`config.mk`:
```
export PLATFORM = sky130hd
export DESIGN_NAME = mul_arbiter
export DESIGN_NICKNAME = d
export VERILOG_FILES = /design/src/rtl/mul_arbiter.sv
export SDC_FILE = /design/constraint.sdc
export NUM_CORES = 1
export LEC_CHECK = 0
export CAP_MARGIN = 20
export CELL_PAD_IN_SITES_DETAIL_PLACEMENT = 1
export CELL_PAD_IN_SITES_GLOBAL_PLACEMENT = 1
export CORE_AREA = 2 2 148 150
export CTS_CLUSTER_SIZE = 16
export DETAILED_ROUTE_END_ITERATION = 6
export DIE_AREA = 0 0 150 152
export GPL_TIMING_DRIVEN = 0
export HOLD_SLACK_MARGIN = 0.02
export PLACE_DENSITY_LB_ADDON = 0.1
export SKIP_CTS_REPAIR_TIMING = 1
export SYNTH_ARGS = -nofsm -noshare
export SYNTH_HDL_FRONTEND = slang
export SYNTH_SLANG_ARGS = --single-unit
```
`constraint.sdc`:
```
create_clock -name clk -period 1.9 [get_ports clk]
set_input_delay 0.38 -clock clk [delete_from_list [all_inputs] [get_ports clk]]
set_output_delay 0.38 -clock clk [all_outputs]
set_load 0.05 [all_outputs]
```
`src/rtl/mul_arbiter.sv`:
```
// rtl/mul_arbiter.sv - round-robin sharing of one pipelined 33x33 multiplier core between two issue pipes
// Define MUL_ARB_PERF_EN to build the saturating perf_conflict/perf_stall counters.
package mul_arbiter_pkg;
  typedef enum logic [1:0] {
    MUL_MUL   = 2'd0,
    MUL_MULH  = 2'd1,
    MUL_MULHU = 2'd2
  } mul_opcode_t;
endpackage

module mul_arbiter
  import mul_arbiter_pkg::*;
#(
  parameter int LAT   = 1,
  parameter int TAG_W = 5
) (
  input  logic                  clk,
  input  logic                  reset,
  input  logic                  flush,
  input  logic [1:0]            req_valid,
  output logic [1:0]            req_ready,
  input  mul_opcode_t [1:0]     req_opcode,
  input  logic [1:0][31:0]      req_src1,
  input  logic [1:0][31:0]      req_src2,
  input  logic [1:0][TAG_W-1:0] req_tag,
  output logic [32:0]           mul_a,
  output logic [32:0]           mul_b,
  output logic                  mul_ce,
  input  logic [63:0]           mul_p,
  output logic                  resp_valid,
  input  logic                  resp_ready,
  output logic                  resp_id,
  output logic [TAG_W-1:0]      resp_tag,
  output logic [31:0]           resp_data,
  output logic [31:0]           perf_conflict,
  output logic [31:0]           perf_stall
);

  logic [LAT-1:0]   st_vld;
  logic [LAT-1:0]   st_id;
  logic [LAT-1:0]   st_hi;
  logic [TAG_W-1:0] st_tag [LAT];

  logic last_gnt;
  logic stall;
  logic advance;
  logic gnt;
  logic pick;
  logic sel;
  logic sx;

  assign stall   = st_vld[LAT-1] & ~resp_ready;
  assign advance = ~stall | flush;
  assign mul_ce  = advance;

  // Contention goes to the pipe that was not granted last.
  always_comb begin
    gnt  = 1'b0;
    pick = 1'b0;
    if (!stall && !flush && !reset) begin
      case (req_valid)
        2'b01:   begin gnt = 1'b1; pick = 1'b0;      end
        2'b10:   begin gnt = 1'b1; pick = 1'b1;      end
        2'b11:   begin gnt = 1'b1; pick = ~last_gnt; end
        default: begin gnt = 1'b0; pick = 1'b0;      end
      endcase
    end
  end

  assign req_ready = gnt ? (pick ? 2'b10 : 2'b01) : 2'b00;
  assign sel       = gnt & pick;

  // Only signed-high needs a sign-extended 33rd bit; the low half is identical either way.
  assign sx    = (req_opcode[sel] == MUL_MULH);
  assign mul_a = {sx & req_src1[sel][31], req_src1[sel]};
  assign mul_b = {sx & req_src2[sel][31], req_src2[sel]};

  always_ff @(posedge clk or posedge reset) begin
    if (reset) begin
      st_vld   <= '0;
      last_gnt <= 1'b1;
    end else begin
      if (gnt) last_gnt <= pick;
      if (flush) begin
        st_vld <= '0;
      end else if (advance) begin
        for (int i = LAT - 1; i > 0; i--) st_vld[i] <= st_vld[i-1];
        st_vld[0] <= gnt;
      end
    end
  end

  always_ff @(posedge clk) begin
    if (advance) begin
      for (int i = LAT - 1; i > 0; i--) begin
        st_id[i]  <= st_id[i-1];
        st_hi[i]  <= st_hi[i-1];
        st_tag[i] <= st_tag[i-1];
      end
      st_id[0]  <= sel;
      st_hi[0]  <= (req_opcode[sel] != MUL_MUL);
      st_tag[0] <= req_tag[sel];
    end
  end

  assign resp_valid = st_vld[LAT-1];
  assign resp_id    = st_id[LAT-1];
  assign resp_tag   = st_tag[LAT-1];
  assign resp_data  = st_hi[LAT-1] ? mul_p[63:32] : mul_p[31:0];

`ifdef MUL_ARB_PERF_EN
  always_ff @(posedge clk or posedge reset) begin
    if (reset) begin
      perf_conflict <= '0;
      perf_stall    <= '0;
    end else begin
      if ((&req_valid) && (perf_conflict != 32'hFFFF_FFFF)) perf_conflict <= perf_conflict + 32'd1;
      if (stall && (perf_stall != 32'hFFFF_FFFF))          perf_stall    <= perf_stall + 32'd1;
    end
  end
`else
  assign perf_conflict = 32'h0;
  assign perf_stall    = 32'h0;
`endif

endmodule
```
# Word level (Yosys, flattened, before mapping)
# Memories as Yosys holds them, arrays and structs flattened.
# Index checks and enable logic that the tools add are counted.
[word_totals]
register_bits = 4
mem_bits_rw = 5
output_inout_bits = 172
word_cells = 45
n_memories = 1
[op_classes]
n_lt_le_gt_ge = 1
eq_ne = 4
n_mux = 19
bitwise = 8
reduce_logical = 8
[mem_list]
columns = ["name", "depth", "word_bits", "rd", "rd_clocked_by_memory_dff", "wr", "line_no", "text"]
rows = [
  ["st_tag", 1, 5, 1, 0, 1, "42", "logic [TAG_W-1:0] st_tag [LAT];"],
]
[op_table]
columns = ["op", "n"]
rows = [
  ["$mux W32", 5],
  ["$mux W5", 2],
  ["$mux W2", 4],
  ["$mux W1", 7],
  ["$and A1 B1 Y1", 4],
  ["$eq A2 B1 Y1 const B", 2],
  ["$eq A2 B2 Y1 const B", 2],
  ["$reduce_bool A2 Y1", 2],
  ["$logic_not A1 Y1", 3],
  ["$not A1 Y1", 3],
  ["$reduce_or A3 Y1", 1],
  ["$logic_and A1 B1 Y1", 2],
  ["$lt A1 B2 Y1 const B", 1],
  ["$pmux W1 S2", 1],
  ["$or A1 B1 Y1", 1],
]

# Longest topological paths before layout
[logic_depth]
depth_word = 11
ltp_mapped = 6
ltp_nobuf = 3

# Worst setup path after synthesis
# OpenSTA, ideal clock, no wires.
[synth_path]
path_kind = "register to output"
startpoint = "register st_vld, in the netlist resp_valid"
endpoint = "output port mul_a[32]"
t_arrival_ns = 2.076
path_slack_ns = -0.556
path_stages_with_launch = 6
cell_sequence = "dfrtp_1 -> nand2b_2 -> nand4_2 -> buf_6 -> buf_12 -> mux2i_1"
[synth_between]
elab_chain_cells = 10
[synth_rtl]
columns = ["item", "line_no", "text"]
rows = [
  ["from (decl)", "39", "logic [LAT-1:0] st_vld;"],
  ["$and A1 B1 Y1 (*)", "52", "assign stall = st_vld[LAT-1] & ~resp_ready;"],
  ["$logic_not A1 Y1 (*)", "60", "if (!stall && !flush && !reset) begin"],
  ["$logic_and A1 B1 Y1 (*) (2 in series)", "60", ""],
  ["$mux W1", "60", ""],
  ["$and A1 B1 Y1 (*)", "71", "assign sel = gnt & pick;"],
  ["$mux W2 (implied by the code) (2 in series)", "74", "assign sx = (req_opcode[sel] == MUL_MULH);"],
  ["$eq A2 B1 Y1", "74", ""],
  ["$and A1 B1 Y1 (*)", "75", "assign mul_a = {sx & req_src1[sel][31], req_src1[sel]};"],
  ["to (decl)", "26", "output logic [32:0] mul_a,"],
]
# Every way passes the cells marked *; elsewhere a longest branch is shown, timed or not. The select of a mux whose other input is x is not followed.

# Final worst setup path
[layout_path]
startpoint = "register last_gnt"
endpoint = "output port mul_a[9]"
[layout_between]
elab_chain_cells = 6
[layout_rtl]
columns = ["item", "line_no", "text"]
rows = [
  ["from (decl)", "44", "logic last_gnt;"],
  ["from (signal assigned)", "83", "if (gnt) last_gnt <= pick;"],
  ["$not A1 Y1", "64", "2'b11: begin gnt = 1'b1; pick = ~last_gnt; end"],
  ["$pmux W1 S2", "61", "case (req_valid)"],
  ["$mux W1", "60", ""],
  ["$and A1 B1 Y1", "71", ""],
  ["$mux W32 (implied by the code) (2 in series)", "75", ""],
]
# Every way passes these cells. The select of a mux whose other input is x is not followed.

==> results.cfg <==
[timing]
finalSetupViolations = 87
finClkSkew_ns = 0.00474
worst_pin_slew_ns = 0.566
hold_violations = 0
finalCriticalPeriod_ns = 2.18
rsz0062_at_grt = yes
max_slew_margin_pct = 62.1
period_share_pct = 115
max_freq_ghz = 0.459
layout_setup_ws_ns = -0.278
slew_viol_final = 0

[setup_path]
worstSetupEndpointType = primary output
crit_arrival_ns = 1.80
worst_setup_path_start_kind = flop
worstReg2RegEnd = st_tag[0][1]$_DFFE_PP_
worstPathRequired_ns = 1.52
crit_type = reg2out
critPathMaxFanout = 6
rr_startpoint = last_gnt$_DFFE_PP1P_
r2r_slack_ns = 0.06
rr_worst_depth = 7

[cts]
cts_tree = done
h-tree-depth = 1
cts-root-buf = clkbuf_16
clk_pin_slew_worst_paths_ns = 0.04
clkLatencyLatePin_ns = 0.23
cts.sinks = 9
cts_buffers = 3
clockBufferDepth = 2

[route]
post-route-drc-count = 0
ant_nets = 0
vias = 2993
via_per_inst = 3.36
firstDrtPassIters = 3
wirelength_mm = 14.1
wl_per_cell_um = 15.8
drtIter0Drc = 35

[pwr]
total_power_w = 0.00295
p_int_w = 0.00159
p_per_area_mw_per_mm2 = 445
switching_share_pct = 46.1
p_clk_share_pct = 12.6
power.switching_w = 0.00136
leakage_nw = 3.26
max-vdd-ir-drop_v = 0.000249
combPwrFrac_pct = 78.8
p_seq_share_pct = 8.6

[finish]
fin_nets = 824
layout_commonest_cell = clkdlybuf4s50_1
fin_cells = 892
drive_above_1_share_pct = 49.1
layout_common_cells = clkdlybuf4s50_1, buf_4, buf_6
fill_cells = 2456
final_area_mm2 = 0.00665
syn_to_final_growth_pct = 170

[synthesis]
syn_area_mm2 = 0.00246
seq_area_frac_synth_pct = 10.6
synth_area_leader_cell = mux2_4
yosysTopAreaCellShare_pct = 40.2
ys_ff_latch = 9
syn_inst = 213
yosys_warnings = 0
synth.area.top_cells = mux2_4, buf_4, mux2_2, edfxtp_1, buf_12
synth.avg_cell_area_um2 = 11.6
ys_types = 25

[floorplanning]
dieWidth_um = 150
dieArea_mm2 = 0.0228
core_mm2 = 0.0214
die_y_um = 152
start_util_pct = 11.5
ios = 384
num_rows = 54

[grt]
grt_max_degree = 11
grt_pass1_vias = 3214
overflow = 0
grt_usage_pct = 10.9
grt_pass1_wl_mm = 19.1
antenna_found_initial = 1

[worst_hold_path]
hold_path_class = in2async

[placement]
placedCellCount = 875
place_congestion = 0.761
post_dp_cell_area_mm2 = 0.00627
port_buffers = 319
place_hpwl_mm = 12.3

[job]
maxCapViolCount = 0

[status]
violations = negative setup slack
status = finished with violations
## layout make-up
cell class	count	area, um^2	area share, %
plain buffers	75	678	10.2
clock buffers	4	78.8	1.19
diodes	1	2.50	0.0377
well taps	280	350	5.27
repair buffers	333	3440	51.8
flip-flops and latches	9	263	3.95
inverters	2	10.0	0.151
multi-input cells	188	1820	27.4
## per-stage QoR
stage | setup WS [ns] | setup TNS, ns | util [%] | hold WS (ns)
floorplan | 0.00733 | 0 | - | 0.121
global placement | -1.06 | -83.47 | 29.4 | 0.480
detailed placement | -1.06 | -83.38 | 29.4 | 0.495
CTS | -1.08 | -92.03 | 29.7 | 0.401
global route | -0.352 | -23.51 | 31.1 | 0.0872
finish | -0.278 | -16.95 | 31.1 | 0.0735
## kinds of logic after synthesis
logic type	count (synthesis)	synth area share, %
compound gates	2	0.559
simple gates	18	4.17
flops	9	10.6
other cells	1	0.152
buf+inv	79	27.0
mux	104	57.5
## worst max-delay path by stage
| stage | startpoint | to | slack, ns | depth (start not counted) |
|---|---|---|---|---|
| final | last_gnt$_DFFE_PP1P_ | mul_a[9] | -0.28 | 6 |
| after global routing | last_gnt$_DFFE_PP1P_ | mul_a[9] | -0.35 | 6 |
| after CTS | resp_ready | mul_b[32] | -1.08 | 7 |
| after detailed placement | resp_ready | mul_b[32] | -1.06 | 7 |
| after global placement | resp_ready | mul_a[32] | -1.06 | 7 |
| after floorplan | resp_valid$_DFFE_PP0P_ | mul_a[32] | 0.007 | 5 |
## metal layers
layer / global-route usage [%] / wire length [um] / share of wire [%]
met1: 9.97 / 4250 / 30
met3: 3.15 / 1590 / 11
met4: 2.47 / 208 / 1.5
met2: 22.9 / 8060 / 57
met5: 0 / 0 / 0
## power groups by stage
| stage | logic, W | clock network, W | registers (W) |
|---|---|---|---|
| after detailed placement | 0.00224 | 0 | 0.000252 |
| after global routing | 0.00243 | 0.000399 | 0.000257 |
| after CTS | 0.00225 | 0.000393 | 0.000249 |
| final | 0.00233 | 0.000373 | 0.000254 |
| after floorplan | 0.00138 | 0 | 0.000294 |
| after global placement | 0.00224 | 0 | 0.000251 |
## registers in the layout (all words and copies together) (netlist names)
name        count
resp_id         1
st_tag          5
resp_valid      1
st_hi           1
last_gnt        1
## critical path, stage by stage (launching register included)
cell and delay, ns:
dfstp_2 0.54, nand2_2 0.07, nand4_4 0.15, buf_12 0.17
clkbuf_16 0.16, mux2_4 0.31, buf_6 0.16
## Yosys cell counts
master / instances
mux2_4: 66
buf_4: 65
mux2_2: 33
buf_12: 7
edfxtp_1: 7
nand2_1: 6
buf_2: 3
mux2i_1: 3
nor2_1: 3
nor2b_1: 3
inv_1: 2
mux2_1: 2
buf_6: 1
clkbuf_1: 1
conb_1: 1
dfrtp_1: 1
dfstp_2: 1
nand2b_1: 1
nand2b_2: 1
nand3_1: 1
nand4_2: 1
nor2_4: 1
o21ai_0: 1
o2bb2ai_1: 1
or2_2: 1
Power figures use the tool's default switching activity.
